--- src/rtl/rv_wb.sv ---
// rtl/rv_wb.sv - RISC-V memory-access / write-back stage (Q103H -> Q104H)
module rv_wb #(
  parameter int LOAD_TIMEOUT = 255
) (
  input  logic        clk,
  input  logic        rst,
  input  logic        valid_Q103H,
  input  logic [31:0] alu_result_Q103H,
  input  logic [31:0] pc_plus4_Q103H,
  input  logic [4:0]  rd_Q103H,
  input  logic        reg_write_en_Q103H,
  input  logic [1:0]  wb_sel_Q103H,
  input  logic        mem_rd_Q103H,
  input  logic [2:0]  load_funct3_Q103H,
  output logic        ready_Q103H,
  output logic        dmem_req_valid,
  output logic [31:0] dmem_req_addr,
  input  logic        dmem_req_ready,
  input  logic        dmem_rsp_valid,
  input  logic [31:0] dmem_rsp_data,
  output logic [31:0] wb_data_Q104H,
  output logic [4:0]  rd_Q104H,
  output logic        reg_write_en_Q104H,
  output logic        load_err_Q104H
);

  localparam int CW = $clog2(LOAD_TIMEOUT + 1);
  localparam logic [CW-1:0] CNT_LAST = CW'(LOAD_TIMEOUT - 1);

  typedef enum logic {IDLE, WAIT_RSP} state_t;

  state_t        state_q, state_d;
  logic [CW-1:0] cnt_q, cnt_d;
  logic [4:0]    ld_rd_q, ld_rd_d;
  logic [2:0]    ld_f3_q, ld_f3_d;
  logic [1:0]    ld_off_q, ld_off_d;
  logic          ld_we_q, ld_we_d;
  logic [31:0]   wb_data_q, wb_data_d;
  logic [4:0]    rd_q, rd_d;
  logic          we_q, we_d;
  logic          err_q, err_d;

  logic          misaligned;
  logic [7:0]    ld_byte;
  logic [15:0]   ld_half;
  logic [31:0]   ld_data;
  logic [31:0]   alu_sel;

  assign dmem_req_addr = {alu_result_Q103H[31:2], 2'b00};

  always_comb begin
    misaligned = 1'b0;
    case (load_funct3_Q103H)
      3'b001, 3'b101: misaligned = alu_result_Q103H[0];
      3'b010:         misaligned = (alu_result_Q103H[1:0] != 2'b00);
      default:        misaligned = 1'b0;
    endcase
  end

  // Lane selection uses the offset captured at request time, not the live Q103H address.
  assign ld_byte = dmem_rsp_data[{ld_off_q, 3'b000} +: 8];
  assign ld_half = dmem_rsp_data[{ld_off_q[1], 4'b0000} +: 16];

  always_comb begin
    case (ld_f3_q)
      3'b000:  ld_data = {{24{ld_byte[7]}}, ld_byte};
      3'b001:  ld_data = {{16{ld_half[15]}}, ld_half};
      3'b100:  ld_data = {24'h0, ld_byte};
      3'b101:  ld_data = {16'h0, ld_half};
      default: ld_data = dmem_rsp_data;
    endcase
  end

  always_comb begin
    case (wb_sel_Q103H)
      2'd0:    alu_sel = alu_result_Q103H;
      2'd2:    alu_sel = pc_plus4_Q103H;
      default: alu_sel = 32'h0;
    endcase
  end

  always_comb begin
    state_d        = state_q;
    cnt_d          = cnt_q;
    ld_rd_d        = ld_rd_q;
    ld_f3_d        = ld_f3_q;
    ld_off_d       = ld_off_q;
    ld_we_d        = ld_we_q;
    wb_data_d      = wb_data_q;
    rd_d           = rd_q;
    we_d           = 1'b0;
    err_d          = 1'b0;
    ready_Q103H    = 1'b0;
    dmem_req_valid = 1'b0;
    case (state_q)
      IDLE: begin
        if (valid_Q103H && mem_rd_Q103H) begin
          if (misaligned) begin
            ready_Q103H = 1'b1;
            err_d       = 1'b1;
          end else begin
            dmem_req_valid = 1'b1;
            if (dmem_req_ready) begin
              ld_rd_d  = rd_Q103H;
              ld_f3_d  = load_funct3_Q103H;
              ld_off_d = alu_result_Q103H[1:0];
              ld_we_d  = reg_write_en_Q103H;
              cnt_d    = '0;
              state_d  = WAIT_RSP;
            end
          end
        end else if (valid_Q103H) begin
          ready_Q103H = 1'b1;
          wb_data_d   = alu_sel;
          rd_d        = rd_Q103H;
          we_d        = reg_write_en_Q103H && (rd_Q103H != 5'd0);
        end else begin
          ready_Q103H = 1'b1;
        end
      end
      WAIT_RSP: begin
        cnt_d = cnt_q + CW'(1);
        // A response on the timeout cycle takes priority over the error.
        if (dmem_rsp_valid) begin
          ready_Q103H = 1'b1;
          wb_data_d   = ld_data;
          rd_d        = ld_rd_q;
          we_d        = ld_we_q && (ld_rd_q != 5'd0);
          state_d     = IDLE;
        end else if (cnt_q == CNT_LAST) begin
          ready_Q103H = 1'b1;
          err_d       = 1'b1;
          state_d     = IDLE;
        end
      end
      default: state_d = IDLE;
    endcase
  end

  always_ff @(posedge clk or negedge rst) begin
    if (!rst) begin
      state_q   <= IDLE;
      cnt_q     <= '0;
      ld_rd_q   <= 5'd0;
      ld_f3_q   <= 3'd0;
      ld_off_q  <= 2'd0;
      ld_we_q   <= 1'b0;
      wb_data_q <= 32'h0;
      rd_q      <= 5'd0;
      we_q      <= 1'b0;
      err_q     <= 1'b0;
    end else begin
      state_q   <= state_d;
      cnt_q     <= cnt_d;
      ld_rd_q   <= ld_rd_d;
      ld_f3_q   <= ld_f3_d;
      ld_off_q  <= ld_off_d;
      ld_we_q   <= ld_we_d;
      wb_data_q <= wb_data_d;
      rd_q      <= rd_d;
      we_q      <= we_d;
      err_q     <= err_d;
    end
  end

  assign wb_data_Q104H      = wb_data_q;
  assign rd_Q104H           = rd_q;
  assign reg_write_en_Q104H = we_q;
  assign load_err_Q104H     = err_q;

endmodule

--- config.mk ---
export PLATFORM = sky130hd
export DESIGN_NAME = rv_wb
export DESIGN_NICKNAME = d
export VERILOG_FILES = /design/src/rtl/rv_wb.sv
export SDC_FILE = /design/constraint.sdc
export NUM_CORES = 1
export LEC_CHECK = 0
export ABC_AREA = 1
export BUFFER_PORTS_ARGS = -buffer_cell sky130_fd_sc_hd__buf_2
export CAP_MARGIN = 30
export CORE_MARGIN = 5
export CORE_UTILIZATION = 48
export DETAILED_ROUTE_END_ITERATION = 7
export PLACE_DENSITY = 0.87
export REMOVE_ABC_BUFFERS = 1
export SETUP_SLACK_MARGIN = 0.2
export SYNTH_ARGS = -nofsm -noshare
export SYNTH_HDL_FRONTEND = slang
export SYNTH_SLANG_ARGS = --single-unit
--- constraint.sdc ---
create_clock -name clk -period 1.8 [get_ports clk]
set_input_delay 0.18 -clock clk [delete_from_list [all_inputs] [get_ports clk]]
set_output_delay 0.18 -clock clk [all_outputs]
set_load 0.01 [all_outputs]
==> impl_metrics.csv <==
group,metric,value,unit
worst_setup_path,slowest_stage,"dfrtp_1",
worst_setup_path,slowest_delay,360,ps
synth,ys_ff_latch,59,
global_routing,antenna_found_initial,0,
power_and_ir_drop,power.leakage,2.91,nW
final_layout,syn2layout_area_growth,26.2,%
synth,ys.flop_type,"dfrtp_1",
floorplanning,dieHeight,103,um
power_and_ir_drop,finalPower,0.00498,W
floorplanning,die_w,103,um
floorplanning,fp.dieArea,0.0106,mm^2
floorplanning,start_util,0.499,
floorplanning,io_pins,186,
synth,syn_area_per_cell,6.44,um^2
worst_setup_path,crit_arrival,1540,ps
place,hpwl,9820,um
route,routed_via_density,5.30,
route,ant_nets,0,
synth,synthDominantCellAreaShare,0.357,
worst_setup_path,critical_path_class,"reg2out",
route,drt-initial-drc-count,263,
final_layout,final_util,0.630,
synth,netlist_area,0.00414,mm^2
global_routing,grt_max_degree,69,
worst_hold_path,hold_path_class,"in2reg",
clocking,path_clk_slew,70,ps
clocking,clock_latency,340,ps
sta,min_period,1720,ps
sta,min_period_over_period,0.954,
route,firstDrtPassIters,5,
worst_setup_path,critPathLaunchType,"flop",
sta,rsz0062_at_grt,"yes",
sta,skew,6.02,ps
sta,slew_viol_final,0,
floorplanning,rows,33,
place,io_buffers,183,
clocking,clock-root-buffer,"clkbuf_8",
route,wire_per_inst,14.9,um
floorplanning,coreArea,0.00830,mm^2
sta,hold_viol,0,
route,route.detailed.drc,0,
synth,yosysTopAreaCell,"dfrtp_1",
final_layout,n_antenna_cell,0,
clocking,numCtsBuffers,9,
global_routing,grt_overflow,0,
clocking,ctsLongestPathBuffers,2,
power_and_ir_drop,power_density,954,mW/mm^2
final_layout,drive_above_1_share,0.298,
clocking,cts_tree,"built",
worst_setup_path,critPathRequiredTime,1620,ps
run_status,outcome,"finished clean",
synth,synth.most_common_cell,"nand2_1",
place,place_ws,149,ps
route,totalWireLength,13300,um
clocking,cts_htree_levels,3,
sta,setup_violations,0,
worst_setup_path,cp_max_fo,4,
sta,fmax,582,MHz
synth,synth-edff-count,0,
place,gp_congestion,0.866,
worst_setup_path,cp-end-kind,"output port",
final_layout,fill_cells,779,
synth,synth.top_cells.by_count,"220 x nand2_1, 69 x nand3_1, 68 x a21oi_1",
global_routing,grt_pass1_wl,20700,um
synth,yosysWarningCount,0,
job,cap_violations,0,
synth,netlist_top_cells_area,"dfrtp_1 36%, nand2_1 20%, nand3_1 8.3%",
route,vias,4758,
final_layout,nets,904,
synth,synthCells,643,
worst_setup_path,cp_cell_sequence,"nand2_2 > nor3_4 > nand4_1 > nand3_2 > nand2_1 > inv_1 > buf_2",
sta,setup_slack,82.9,ps
power_and_ir_drop,ir_drop,0.553,mV
synth,async_reset_ff_frac,1.00,
global_routing,gr-usage-all-layers,0.248,
global_routing,first_global_vias,4532,
synth,ys_types,25,
synth,synth_seq_area_share,0.357,
clocking,cts_num_sinks,59,
power breakdown:
part / total [W] / internal, W / switching [W]
Sequential: 0.00186 / 0.00163 / 0.000228
Clock: 0.00124 / 0.000735 / 0.000507
Combinational: 0.00189 / 0.000721 / 0.00117
routing by layer:
layer	part of all wire	global-route usage	up-vias
met5	0	0	-
li1	-	-	2327
met3	0.090	0.0433	28
met2	0.50	0.433	202
met1	0.39	0.305	2201
met4	0.023	0.0956	0
sequential cells by signal, indices dropped and copies added, names as in the netlist:
| register | flops |
|---|---|
| ld_we_q | 1 |
| load_err_Q104H | 1 |
| wb_data_Q104H | 32 |
| ld_rd_q | 5 |
| ld_f3_q | 3 |
| cnt_q | 8 |
| reg_write_en_Q104H | 1 |
| ld_off_q | 2 |
| state_q | 1 |
| rd_Q104H | 5 |
stage by stage:
step / TNS [ps] / area [um^2] / hold slack (ps) / cells
after CTS: 0 / 5160 / 73.8 / 895
after detailed placement: 0 / 4910 / 215 / 878
after global routing: -33.0 / 5230 / 89.0 / 897
after floorplan: -15300 / 3750 / -116 / 578
after global placement: 0 / 4910 / 210 / 878
final: 0 / 5230 / 90.9 / 897
critical path: cells and delay by family (launching register included):
family	cells	cell delay, ps
buf+inv	2	170
flops	1	360
simple gates	5	680
layout make-up:
| cell class | count | area, um^2 | area share |
|---|---|---|---|
| sequential | 59 | 1480 | 0.283 |
| tap | 105 | 131 | 0.0251 |
| clock inverter | 2 | 35.0 | 0.00670 |
| clock buffer | 12 | 165 | 0.0316 |
| multi-input combinational | 470 | 2150 | 0.411 |
| inverter | 49 | 189 | 0.0362 |
| timing repair buffer | 200 | 1080 | 0.206 |
worst paths after layout:
| check | startpoint | endpoint | cells after the start | slack, ps |
|---|---|---|---|---|
| max | cnt_q[2]$_DFFE_PN0P_ | ready_Q103H | 7 | 80 |
| min | reg_write_en_Q103H | ld_we_q$_DFFE_PN0P_ | 3 | 90 |
| max reg2reg | ld_off_q[1]$_DFFE_PN0P_ | wb_data_Q104H[29]$_DFFE_PN0P_ | 8 | 310 |
| min reg2reg | wb_data_Q104H[23]$_DFFE_PN0P_ | wb_data_Q104H[23]$_DFFE_PN0P_ | 2 | 480 |
| max in group asynchronous | rst | state_q$_DFF_PN0_ | 3 | 1100 |
| min in group asynchronous | rst | wb_data_Q104H[6]$_DFFE_PN0P_ | 3 | 380 |
timing repair:
item / CTS / global route
setup buffers: 2 / 2
resized for setup: 5 / 15
pin swaps: 2 / 3
cloned: 0 / 0
hold buffers: 1 / 0
endpoints found under the setup margin: 20 / 39
hold endpoints to repair: 59 / 0
cell usage in the layout, fill, tap and decap left out, drive strengths merged:
master / count
nand2: 223
nor3: 4
buf: 199
clkinv: 1
conb: 2
a31oi: 5
dlygate4sd3: 1
inv: 49
o21bai: 1
clkbuf: 12
dfrtp: 59
nand4: 3
a21oi: 68
o22ai: 1
o211ai: 1
bufinv: 1
nor2: 51
ha: 2
o21ai: 39
nand3: 70
cells by family (layout without fill, tap and decap cells):
group | count (synthesis) | count (layout) | synth area share
AOI/OAI and AO/OA | 115 | 115 | 0.142
DFF | 59 | 59 | 0.357
and+or+nand+nor | 351 | 351 | 0.353
buffers and inverters | 115 | 263 | 0.141
adders and majority gates | 2 | 2 | 0.00604
other | 1 | 2 | 0.000906
(Power assumes the default switching activity.)
